<file path="src/rtl/mem_wb_reg.sv">
// MEM/WB pipeline register: captures memory-stage results, bubbles on cache stall, freezes after HALT.
// Optional performance counters are enabled by defining MEMWB_PERF_EN.
module mem_wb_reg #(
    parameter int DATA_W = 16,
    parameter int REG_W  = 3
) (
    input  logic              clk,
    input  logic              rst,
    input  logic              mem_valid,
    input  logic              mem_stall,
    input  logic [DATA_W-1:0] MemOut,
    input  logic [DATA_W-1:0] ALUOut,
    input  logic              MemToReg,
    input  logic              RegWrite,
    input  logic [REG_W-1:0]  WriteReg,
    input  logic              Halt,
`ifdef MEMWB_PERF_EN
    output logic [15:0]       perf_retired,
    output logic [15:0]       perf_stall,
`endif
    output logic              wb_valid,
    output logic [DATA_W-1:0] wb_data,
    output logic [REG_W-1:0]  wb_reg,
    output logic              wb_en,
    output logic              wb_halt,
    output logic              stall_upstream
);

    typedef enum logic [1:0] {
        RUN    = 2'd0,
        MISS   = 2'd1,
        HALTED = 2'd2
    } state_t;

    state_t state;
    state_t state_nxt;
    logic   capture;
    logic   halted;

    assign halted         = (state == HALTED);
    assign stall_upstream = mem_valid & mem_stall & ~halted;
    assign capture        = mem_valid & ~mem_stall & ~halted;

    always_comb begin
        state_nxt = state;
        unique case (state)
            RUN: begin
                if (mem_valid && mem_stall)
                    state_nxt = MISS;
                else if (capture && Halt)
                    state_nxt = HALTED;
            end
            MISS: begin
                // A dropped mem_valid mid-miss is treated as a bubble.
                if (!mem_valid)
                    state_nxt = RUN;
                else if (!mem_stall)
                    state_nxt = Halt ? HALTED : RUN;
            end
            HALTED: state_nxt = HALTED;
            default: state_nxt = RUN;
        endcase
    end

    always_ff @(posedge clk) begin
        if (rst) begin
            state    <= RUN;
            wb_valid <= 1'b0;
            wb_data  <= '0;
            wb_reg   <= '0;
            wb_en    <= 1'b0;
            wb_halt  <= 1'b0;
        end else begin
            state <= state_nxt;
            if (capture) begin
                wb_valid <= 1'b1;
                wb_data  <= MemToReg ? MemOut : ALUOut;
                wb_reg   <= WriteReg;
                wb_en    <= RegWrite;
                if (Halt)
                    wb_halt <= 1'b1;
            end else begin
                wb_valid <= 1'b0;
                wb_en    <= 1'b0;
            end
        end
    end

`ifdef MEMWB_PERF_EN
    always_ff @(posedge clk) begin
        if (rst) begin
            perf_retired <= '0;
            perf_stall   <= '0;
        end else begin
            if (capture && perf_retired != 16'hFFFF)
                perf_retired <= perf_retired + 16'd1;
            if (stall_upstream && perf_stall != 16'hFFFF)
                perf_stall <= perf_stall + 16'd1;
        end
    end
`endif

endmodule
</file>
<file path="config.mk">
export PLATFORM = sky130hd
export DESIGN_NAME = mem_wb_reg
export DESIGN_NICKNAME = d
export VERILOG_FILES = /design/src/rtl/mem_wb_reg.sv
export SDC_FILE = /design/constraint.sdc
export NUM_CORES = 1
export LEC_CHECK = 0
export CORE_UTILIZATION = 30
export CTS_BUF_LIST = sky130_fd_sc_hd__clkbuf_8
export DETAILED_ROUTE_END_ITERATION = 8
export GPL_TIMING_DRIVEN = 0
export HOLD_SLACK_MARGIN = 0.05
export PLACE_DENSITY = 0.61
export SYNTH_ARGS = -nofsm -noshare
export SYNTH_HDL_FRONTEND = slang
export SYNTH_SLANG_ARGS = --single-unit
</file>
<file path="constraint.sdc">
create_clock -name clk -period 2.05 [get_ports clk]
set_clock_uncertainty 0.2 [all_clocks]
set_input_delay 0.205 -clock clk [delete_from_list [all_inputs] [get_ports clk]]
set_output_delay 0.205 -clock clk [all_outputs]
set_load 0.02 [all_outputs]
</file>
; Yosys cells after proc, flatten, opt, wreduce, memory -nomap -nowiden
; Cells that the tools add are included.
[classes]
n_mux = 8
n_bitwise = 7
eq_ne = 4
reduce_logical = 6
[ops]
columns = cell, count
row1 = 16-bit 2-to-1 mux, 1
row2 = 2-bit 2-to-1 mux, 5
row3 = 3-bit inequality test (second input constant), 2
row4 = 2-bit one-hot mux with 3 select lines, 1
row5 = 1-bit AND, 4
row6 = 2-bit AND reduction, 2
row7 = 1-bit inverter, 3
row8 = 2-bit by 1-bit equality test with 1-bit output (second input constant), 1
row9 = 2-bit equality test (second input constant), 1
row10 = 1-bit logical AND, 2
row11 = 2-bit zero test, 1
row12 = 2-bit OR reduction, 1
row13 = 1-bit 2-to-1 mux, 1
[word_totals]
elab_cells = 31
output_inout_bits = 23
register_bits = 24

; Depth between registers and ports, before layout
; Gate-level depths: netlist of the first run.
[depth]
depth_word = 7
depth_mapped = 4
mapped_depth_nobuf = 3

; Worst setup path after synthesis of the first run
; No wires, ideal clock.
[synth_path]
kind = reg2reg
start = register state[0]
end = register wb_data[0]
path_buffers = 1
path_stages_with_launch = 5
setup_ns = 0.126
path_slack_ns = 0.843
arrival_time_ns = 0.880
cell_sequence = dfxtp_1 > and2b_4 > nor2_8 > buf_6 > a211oi_2
[synth_between]
elab_chain_len = 3
[synth_lines]
columns = element, line_no
row1 = start: declaration, 35  ; state_t state;
row2 = start signal: assignment, 74  ; state <= state_nxt;
row3 = 2-bit equality test, 40  ; assign halted = (state == HALTED);
row4 = 1-bit inverter, 42  ; assign capture = mem_valid & ~mem_stall & ~halted;
row5 = 1-bit AND, 42
row6 = end signal: assignment, 77  ; wb_data <= MemToReg ? MemOut : ALUOut;
row7 = end: declaration, 22  ; output logic [DATA_W-1:0] wb_data,
; No other way between the ends.
; A chain may end at the register's enable or synchronous reset.

; Worst setup path after layout of the first run
[layout_path]
start = register state[1]
end = output stall_upstream
[layout_between]
elab_chain_len = 3
[layout_lines]
columns = element, line_no
row1 = 2-bit equality test, 40
row2 = 1-bit inverter, 41  ; assign stall_upstream = mem_valid & mem_stall & ~halted;
row3 = 1-bit AND, 41
row4 = end: declaration, 26  ; output logic stall_upstream
; No other way between the ends.

==> run_results.csv, run 1 <==
group,metric,value,unit
yosys,synth_common_cells,"dfxtp_1 (24), mux2i_1 (16), a211oi_2 (14), a21oi_1 (12), a21oi_2 (8)",
pwr,p_sw,0.0003143,W
timing,rsz0062_at_grt,"no",
detailed_routing,drc,0,
detailed_routing,dr_total_vias,1059,
floorplanning,initial_core_util,32.05,%
critical_path,cp_max_fo,5,
floorplanning,ios,65,
pwr,swShare,25.02,%
layout,syn_to_final_growth,63.50,%
yosys,yosysMostFrequentCell,"dfxtp_1",
run_status,outcome,"finished, final reports clean",
layout,layoutNonFillerInstCount,220,
pwr,p_per_area,640.4,nW/µm²
global_route,first_global_vias,1125,
yosys,ys_top_cells_by_area,"dfxtp_1 (40%), a211oi_2 (15%), mux2i_1 (13%)",
critical_path,cp_data_required_time,1640,ps
pwr,pwr-share-clk,33.1,%
yosys,synth-seq-cells,24,
floorplanning,dieArea,4256,µm²
clocking,clk_path_buf_depth,2,
hold_path,hold_path.class,"in2reg",
clocking,cts_made_buffers,3,
timing,timing.final.crit_share,94.81,%
detailed_routing,postRouteAntennaNets,0,
clocking,htreeDepth,1,
place,dpl.cell_count,216,
critical_path,cp-start-kind,"flop",
timing,hold_viol_final,0,
hold_path,min_from,"MemToReg",
clocking,numClockSinks,24,
place,dp_hpwl,2397,µm
yosys,synth_top_area_cell,"dfxtp_1",
clocking,worstSkewPairLatency,270,ps
pwr,intPower,0.0009420,W
pwr,seq_power_share,40.8,%
yosys,ys_types,24,
yosys,async_flop_share,0,%
global_route,grt.total_usage,14.73,%
place,routabilityCongestion,0.6635,
clocking,cts-root-buf,"clkbuf_8",
floorplanning,die_y,65.24,µm
yosys,synth_nets,147,
timing,slew_headroom,81.13,%
pwr,p_leak,0.7166,nW
floorplanning,die_width,65.24,µm
critical_path,critical_path_class,"reg2out",
critical_path,reg2reg_from,"state[1]",
timing,final_max_slew_viol_count,0,
layout,largest_reg_flops,16,
yosys,yosysWarnings,0,
timing,max_freq,514.5,MHz
yosys,synth_edf_count,0,
critical_path,startpoint,"state[1]",
yosys,yosysSeqAreaShare,40.04,%
clocking,postCtsHoldBufs,0,
timing,fin_crit,1944,ps
pwr,comb_power_share,26.1,%
detailed_routing,drt-pass1-iter-count,2,
detailed_routing,wl_per_cell,13.73,µm
detailed_routing,detail_route.iter0.violations,18,
layout,insertedDiodeCount,0,
timing,setup_viol,0,
global_route,grt_first_pass_wirelength,4919,µm
floorplanning,coreArea,3744,µm²
detailed_routing,vias_per_cell,4.814,
global_route,grt_overflow_total,0,
floorplanning,num_rows,22,
pwr,irDropWorstVdd,0.2809,mV
yosys,synth_top_area_share,40.04,%
place,port_buffers,63,
clocking,clk_pin_slew,90,ps
timing,setup-tns-final,0,ps
layout,final_layout_size_suffix_gt1_share,23.84,%
layout,final_nets,215,
run,cap_violations,0,
global_route,grt_max_degree,15,
yosys,synthesis.area,1200,µm²
yosys,dominantRegCellSynth,"dfxtp_1",
yosys,synthCells,105,
yosys,syn_area_per_cell,11.43,µm²
timing,tightest_slew,283.0,ps
critical_path,end_kind,"output port",
global_route,grt_antenna_before_repair,0,
clocking,cts_post_setup_buffers_inserted,0,
clocking,cts_tree,"built",
detailed_routing,finalWirelength,3021,µm
clocking,cts_resized,0,
critical_path,critPathArrivalTime,1540,ps
-- worst max-delay path, cell delays in order, from the launching register on --
cell and delay [ps]:
dfxtp_1 340, and2b_4 200, nor2_1 110, clkdlybuf4s50_1 620
-- layout make-up --
class                   count  area (µm²)
clock buffers               3       41.29
plain buffers               9       101.3
well taps                  48       60.06
flip-flops and latches     24       480.5
multi-input cells          72       618.1
clock inverters             1       30.03
repair buffers             63       630.6
fillers                   347        1782
-- kinds of logic after synthesis --
| group | synth area share, % |
|---|---|
| DFF | 40.04 |
| buffers and inverters | 8.447 |
| AOI/OAI and AO/OA | 28.47 |
| and+or+nand+nor | 9.697 |
| muxes | 13.35 |
-- layer usage --
| metal | GRT usage (%) | vias to the layer above | wire length, µm |
|---|---|---|---|
| met2 | 25.90 | 49 | 1356 |
| met4 | 3.261 | 0 | 0 |
| met1 | 17.18 | 488 | 1378 |
| li1 | - | 522 | - |
| met3 | 4.861 | 0 | 285 |
| met5 | 0 | - | 0 |
-- power groups by stage --
stage          clock network (W)  logic [W]  registers [W]
6_report                0.000416   0.000327       0.000513
5_1_grt                 0.000453   0.000350       0.000517
4_1_cts                 0.000427   0.000332       0.000514
3_5_place_dp                   0   0.000331       0.000525
3_3_place_gp                   0   0.000326       0.000523
2_1_floorplan                  0   0.000137       0.000557
-- worst paths after layout --
path                                        to  slack [ps]  cells past startpoint
worst max-delay path            stall_upstream         110                      3
worst min-delay path                wb_data[4]         150                      3
worst max register to register     wb_data[14]         720                      4
worst min register to register        state[0]         280                      1
-- per-stage QoR --
stage               setup slack (ps)  hold WS, ps  total power (W)  instance area, µm²  util [%]
CTS                            98.92        142.3         0.001272                1962     52.41
finish                         106.4        145.8         0.001256                1962     52.41
global route                   51.30        142.7         0.001319                1962     52.41
global placement               127.7        254.0        0.0008499                1891     50.50
floorplan                      842.7        69.65        0.0006942                1200         -
detailed placement             108.5        262.9        0.0008558                1891     50.50
-- layout by cell type (no fill, tap or decap), drive strengths merged, types with 2 or more instances in the layout --
| master | count |
|---|---|
| dfxtp | 24 |
| a211oi | 16 |
| buf | 9 |
| clkbuf | 3 |
| a21oi | 20 |
| nand2 | 2 |
| clkdlybuf4s50 | 63 |
| o21ai | 3 |
| nand2b | 2 |
| nor2 | 4 |
| mux2i | 16 |
| nand3 | 3 |
| and2b | 2 |
Note: power is estimated with default switching activity, not from simulation.
==> inputs of run 2 (changes only) <==
--- a/config.mk
+++ b/config.mk
@@ -11,6 +11,7 @@
 export GPL_TIMING_DRIVEN = 0
 export HOLD_SLACK_MARGIN = 0.05
 export PLACE_DENSITY = 0.61
+export SETUP_SLACK_MARGIN = 0.4
 export SYNTH_ARGS = -nofsm -noshare
 export SYNTH_HDL_FRONTEND = slang
 export SYNTH_SLANG_ARGS = --single-unit
==> run_results.csv, run 2 (synthesis results as in run 1) <==
group,metric,value,unit
clocking,htreeDepth,1,
pwr,swShare,25.15,%
timing,hold_viol_final,0,
layout,final_common_cell,"clkdlybuf4s50_1",
timing,setup-tns-final,0,ps
layout,final_cell_mix,"clkdlybuf4s50_1 (44), dfxtp_1 (24), mux2i_1 (16), a211oi_2 (14)",
floorplanning,coreArea,3744,µm²
critical_path,critical_path_class,"reg2out",
critical_path,cp_slowest_cell,"clkdlybuf4s50_1",
detailed_routing,finalWirelength,3022,µm
global_route,first_global_vias,1125,
layout,final_layout_size_suffix_gt1_share,24.42,%
layout,layoutNonFillerInstCount,220,
pwr,intPower,0.0009320,W
timing,max_freq,622.5,MHz
critical_path,cp_max_fo,2,
detailed_routing,detail_route.iter0.violations,19,
hold_path,min_from,"MemToReg",
global_route,grt.total_usage,14.73,%
pwr,p_sw,0.0003131,W
clocking,cts-root-buf,"clkbuf_8",
global_route,grt_first_pass_wirelength,4919,µm
layout,final_nets,215,
place,routabilityCongestion,0.6635,
pwr,p_per_area,629.0,nW/µm²
clocking,cts_post_setup_buffers_inserted,0,
critical_path,end_kind,"output port",
critical_path,cp-start-kind,"flop",
layout,largest_reg_flops,16,
critical_path,startpoint,"wb_data[14]",
hold_path,min_delay_path_depth,3,
critical_path,path_buf_inv,1,
timing,rsz0062_at_grt,"no",
place,dpl.cell_count,216,
detailed_routing,wl_per_cell,13.74,µm
pwr,irDropWorstVdd,0.2791,mV
hold_path,min_to,"wb_data[4]",
timing,fin_crit,1606,ps
global_route,grt_max_degree,15,
timing,hold-worst-slack,146.3,ps
floorplanning,num_rows,22,
critical_path,reg2reg_from,"state[1]",
pwr,pwr-share-clk,33.4,%
timing,final_max_slew_viol_count,0,
place,port_buffers,63,
critical_path,r2r_setup_slack,730,ps
critical_path,critPathArrivalTime,1200,ps
critical_path,crit_chain,"clkdlybuf4s50_1",
layout,insertedDiodeCount,0,
clocking,clk_pin_slew,80,ps
detailed_routing,dr_total_vias,1050,
pwr,comb_power_share,25.5,%
clocking,numClockSinks,24,
pwr,p_leak,0.9352,nW
run,cap_violations,0,
critical_path,crit_family,"buffers and inverters",
floorplanning,initial_core_util,32.05,%
layout,syn_to_final_growth,64.96,%
clocking,worstSkewPairLatency,270,ps
clocking,clk_path_buf_depth,2,
floorplanning,dieArea,4256,µm²
pwr,seq_power_share,41.1,%
clocking,cts_tree,"built",
layout,num-fill-cells,351,
global_route,grt_overflow_total,0,
floorplanning,die_width,65.24,µm
critical_path,cp_data_required_time,1640,ps
critical_path,slowest_delay,610,ps
timing,tightest_slew,284.3,ps
detailed_routing,vias_per_cell,4.773,
detailed_routing,drt-pass1-iter-count,4,
clocking,postCtsHoldBufs,0,
timing,setup_viol,0,
timing,slew_headroom,81.05,%
critical_path,r2r_end,"wb_data[14]",
run_status,outcome,"finished, final reports clean",
clocking,cts_made_buffers,3,
critical_path,r2r_cells,4,
detailed_routing,postRouteAntennaNets,0,
place,dp_hpwl,2397,µm
detailed_routing,drc,0,
hold_path,hold_path.class,"in2reg",
timing,timing.final.crit_share,78.36,%
layout,final_util,52.87,%
floorplanning,ios,65,
floorplanning,die_y,65.24,µm
global_route,grt_antenna_before_repair,0,
## run 2: cell types whose count changed in the layout (fill, tap and decap cells not counted)
cell / delta
dlymetal6s2s_1: +12
clkbuf_2: +1
dlygate4sd2_1: +6
clkdlybuf4s50_1: -19
## run 2: power by group through the flow
stage	logic (W)	clock network [W]	registers (W)
after CTS	0.000325	0.000427	0.000514
after global routing	0.000340	0.000453	0.000516
after detailed placement	0.000331	0	0.000525
after floorplan	0.000137	0	0.000557
after global placement	0.000326	0	0.000523
final	0.000318	0.000415	0.000512
## run 2: layout make-up
class                      count  area [µm²]  share of cell area (%)
timing repair buffer          63       648.1                   32.74
multi-input combinational     72       618.1                   31.23
tap                           48       60.06                   3.034
buffer                         9       101.3                   5.120
sequential                    24       480.5                   24.27
clock inverter                 1       30.03                   1.517
clock buffer                   3       41.29                   2.086
## run 2: metal layers
layer / up-vias / global-route usage, % / share of wire [%]
met5: - / 0 / 0
met3: 0 / 4.861 / 9.7
met2: 51 / 25.90 / 45
met1: 477 / 17.18 / 45
li1: 522 / - / -
met4: 0 / 3.261 / 0
## run 2: worst max path at each step
| stage | endpoint | cells after the start | slack, ps |
|---|---|---|---|
| final | wb_data[14] | 1 | 440 |
| after global placement | stall_upstream | 4 | 130 |
| after detailed placement | stall_upstream | 4 | 110 |
| after global routing | wb_data[11] | 1 | 410 |
| after floorplan | stall_upstream | 2 | 840 |
| after CTS | stall_upstream | 3 | 380 |
## run 2: per-stage QoR
| stage | power [W] | setup WS, ps | cell area (µm²) |
|---|---|---|---|
| after floorplan | 0.0006942 | 842.7 | 1200 |
| after global placement | 0.0008499 | 127.7 | 1891 |
| after detailed placement | 0.0008558 | 108.5 | 1891 |
| after CTS | 0.001265 | 377.7 | 1953 |
| final | 0.001245 | 443.7 | 1979 |
| after global routing | 0.001308 | 407.8 | 1979 |
## run 2: timing repair
item | 4_1_cts | 5_1_grt
resized for setup | 7 | 14
pin swaps | 0 | 0
endpoints found under the setup margin | 7 | 13
==> inputs of run 3 (changes only) <==
==> constraint.sdc (replaced) <==
create_clock -name clk -period 1.6 [get_ports clk]
set_clock_uncertainty 0.2 [all_clocks]
set_input_delay 0.16 -clock clk [delete_from_list [all_inputs] [get_ports clk]]
set_output_delay 0.16 -clock clk [all_outputs]
set_load 0.02 [all_outputs]
==> run_results.csv, run 3 (synthesis results as in run 1) <==
group,metric,value,unit
timing,hold_viol_final,0,
timing,setup-tns-final,0,ps
hold_path,hold_path.class,"in2reg",
global_route,grt_first_pass_wirelength,5402,µm
place,routabilityCongestion,0.6941,
critical_path,r2r_setup_slack,240,ps
detailed_routing,dr_total_vias,1100,
critical_path,slowest_delay,320,ps
critical_path,crit_chain,"and2b_4 > nor2_4 > buf_6",
detailed_routing,finalWirelength,3338,µm
timing,timing.final.crit_share,86.11,%
critical_path,cp-start-kind,"flop",
detailed_routing,postRouteAntennaNets,0,
run,cap_violations,0,
critical_path,end_kind,"output port",
floorplanning,die_y,65.24,µm
clocking,cts_tree,"built",
timing,fin_crit,1378,ps
layout,multi_input_area,638.1,µm²
floorplanning,num_rows,22,
clocking,clk_pin_slew,80,ps
critical_path,r2r_cells,5,
floorplanning,coreArea,3744,µm²
global_route,first_global_vias,1187,
timing,rsz0062_at_grt,"yes",
clocking,worstSkewPairLatency,260,ps
layout,design_area,1967,µm²
clocking,clk_path_buf_depth,2,
critical_path,startpoint,"state[0]",
floorplanning,ios,65,
detailed_routing,drt-pass1-iter-count,4,
hold_path,min_to,"wb_data[6]",
clocking,cts-root-buf,"clkbuf_8",
detailed_routing,wl_per_cell,14.70,µm
layout,final_cell_mix,"clkdlybuf4s50_1 (38), buf_2 (22), dfxtp_1 (22), mux2i_1 (16), a211oi_2 (16)",
clocking,cts_made_buffers,3,
hold_path,min_delay_path_depth,3,
layout,syn_to_final_growth,63.92,%
timing,max_freq,725.8,MHz
critical_path,cp_slowest_cell,"dfxtp_2",
layout,final_layout_size_suffix_gt1_share,43.02,%
floorplanning,initial_core_util,32.05,%
clocking,htreeDepth,1,
run_status,outcome,"finished, final reports clean",
timing,tightest_slew,309.8,ps
critical_path,path_buf_inv,1,
layout,final_common_cell,"clkdlybuf4s50_1",
place,port_buffers,63,
critical_path,critical_path_class,"reg2out",
global_route,grt_overflow_total,0,
critical_path,reg2reg_from,"state[0]",
pwr,irDropWorstVdd,0.4124,mV
critical_path,cp_data_required_time,1240,ps
critical_path,crit_family,"flip-flops",
place,postPlaceCellArea,1894,µm²
layout,regArea,483.0,µm²
timing,setup_viol,0,
pwr,p_per_area,761.0,nW/µm²
layout,final_nets,222,
timing,final_max_slew_viol_count,0,
pwr,p_leak,0.8057,nW
detailed_routing,vias_per_cell,4.846,
critical_path,cp_max_fo,2,
floorplanning,dieArea,4256,µm²
detailed_routing,detail_route.iter0.violations,48,
global_route,grt_max_degree,14,
layout,num-fill-cells,347,
layout,insertedDiodeCount,0,
detailed_routing,drc,0,
floorplanning,die_width,65.24,µm
critical_path,r2r_end,"wb_data[1]",
global_route,grt_antenna_before_repair,0,
clocking,numClockSinks,24,
layout,largest_reg_flops,16,
hold_path,min_from,"MemToReg",
place,dp_hpwl,2500,µm
timing,slew_headroom,79.28,%
critical_path,critPathArrivalTime,1020,ps
timing,hold-worst-slack,121.5,ps
global_route,grt.total_usage,16.45,%
run 3: power by group:
group	switching, W	internal, W
sequential	0.0000217	0.000636
combinational	0.000198	0.000231
clock	0.000190	0.000220
total	0.000410	0.00109
run 3: tightest hold or removal path: cells and delay by family:
family | cells | cell delay (ps)
AOI/OAI and AO/OA | 1 | 80
muxes | 1 | 170
buffers and inverters | 1 | 120
run 3: how the worst max path moves through the flow:
stage                     slack, ps        endpoint  cells after the start
after CTS                       200  stall_upstream                      3
final                           220  stall_upstream                      3
after floorplan                 400      wb_data[0]                      4
after detailed placement       -230  stall_upstream                      4
after global placement         -240  stall_upstream                      4
after global routing            180  stall_upstream                      3
run 3: repair_timing:
| action | 4_1_cts | 5_1_grt |
|---|---|---|
| setup endpoints to repair | 45 | 24 |
| hold buffers | 0 | 0 |
| pin swaps | 0 | 4 |
| gates resized for setup | 103 | 11 |
| gates cloned | 2 | 0 |
| setup buffers | 4 | 1 |
run 3: per-stage QoR:
stage          worst slack, ps  util [%]  instances  power (W)
2_1_floorplan            404.5         -        105  0.0008909
3_3_place_gp            -235.6     50.60        216   0.001089
3_5_place_dp            -231.6     50.60        216   0.001099
4_1_cts                  196.0     51.57        226   0.001496
5_1_grt                  176.0     52.54        227   0.001570
6_report                 222.3     52.54        227   0.001497
run 3: routing by layer:
metal | share of wire, % | GRT usage (%) | wire, µm | up-vias
met5 | 0 | 0 | 0 | -
met4 | 0.36 | 3.261 | 12 | 0
met3 | 6.4 | 3.299 | 213 | 2
met2 | 54 | 30.93 | 1792 | 40
met1 | 40 | 19.00 | 1320 | 523
li1 | - | - | - | 535
run 3: area by class of cell:
cell class	instances	share of cell area, %
tap	48	3.053
timing repair buffer	70	31.23
sequential	24	24.55
multi-input combinational	72	32.44
buffer	9	5.916
clock buffer	4	2.799
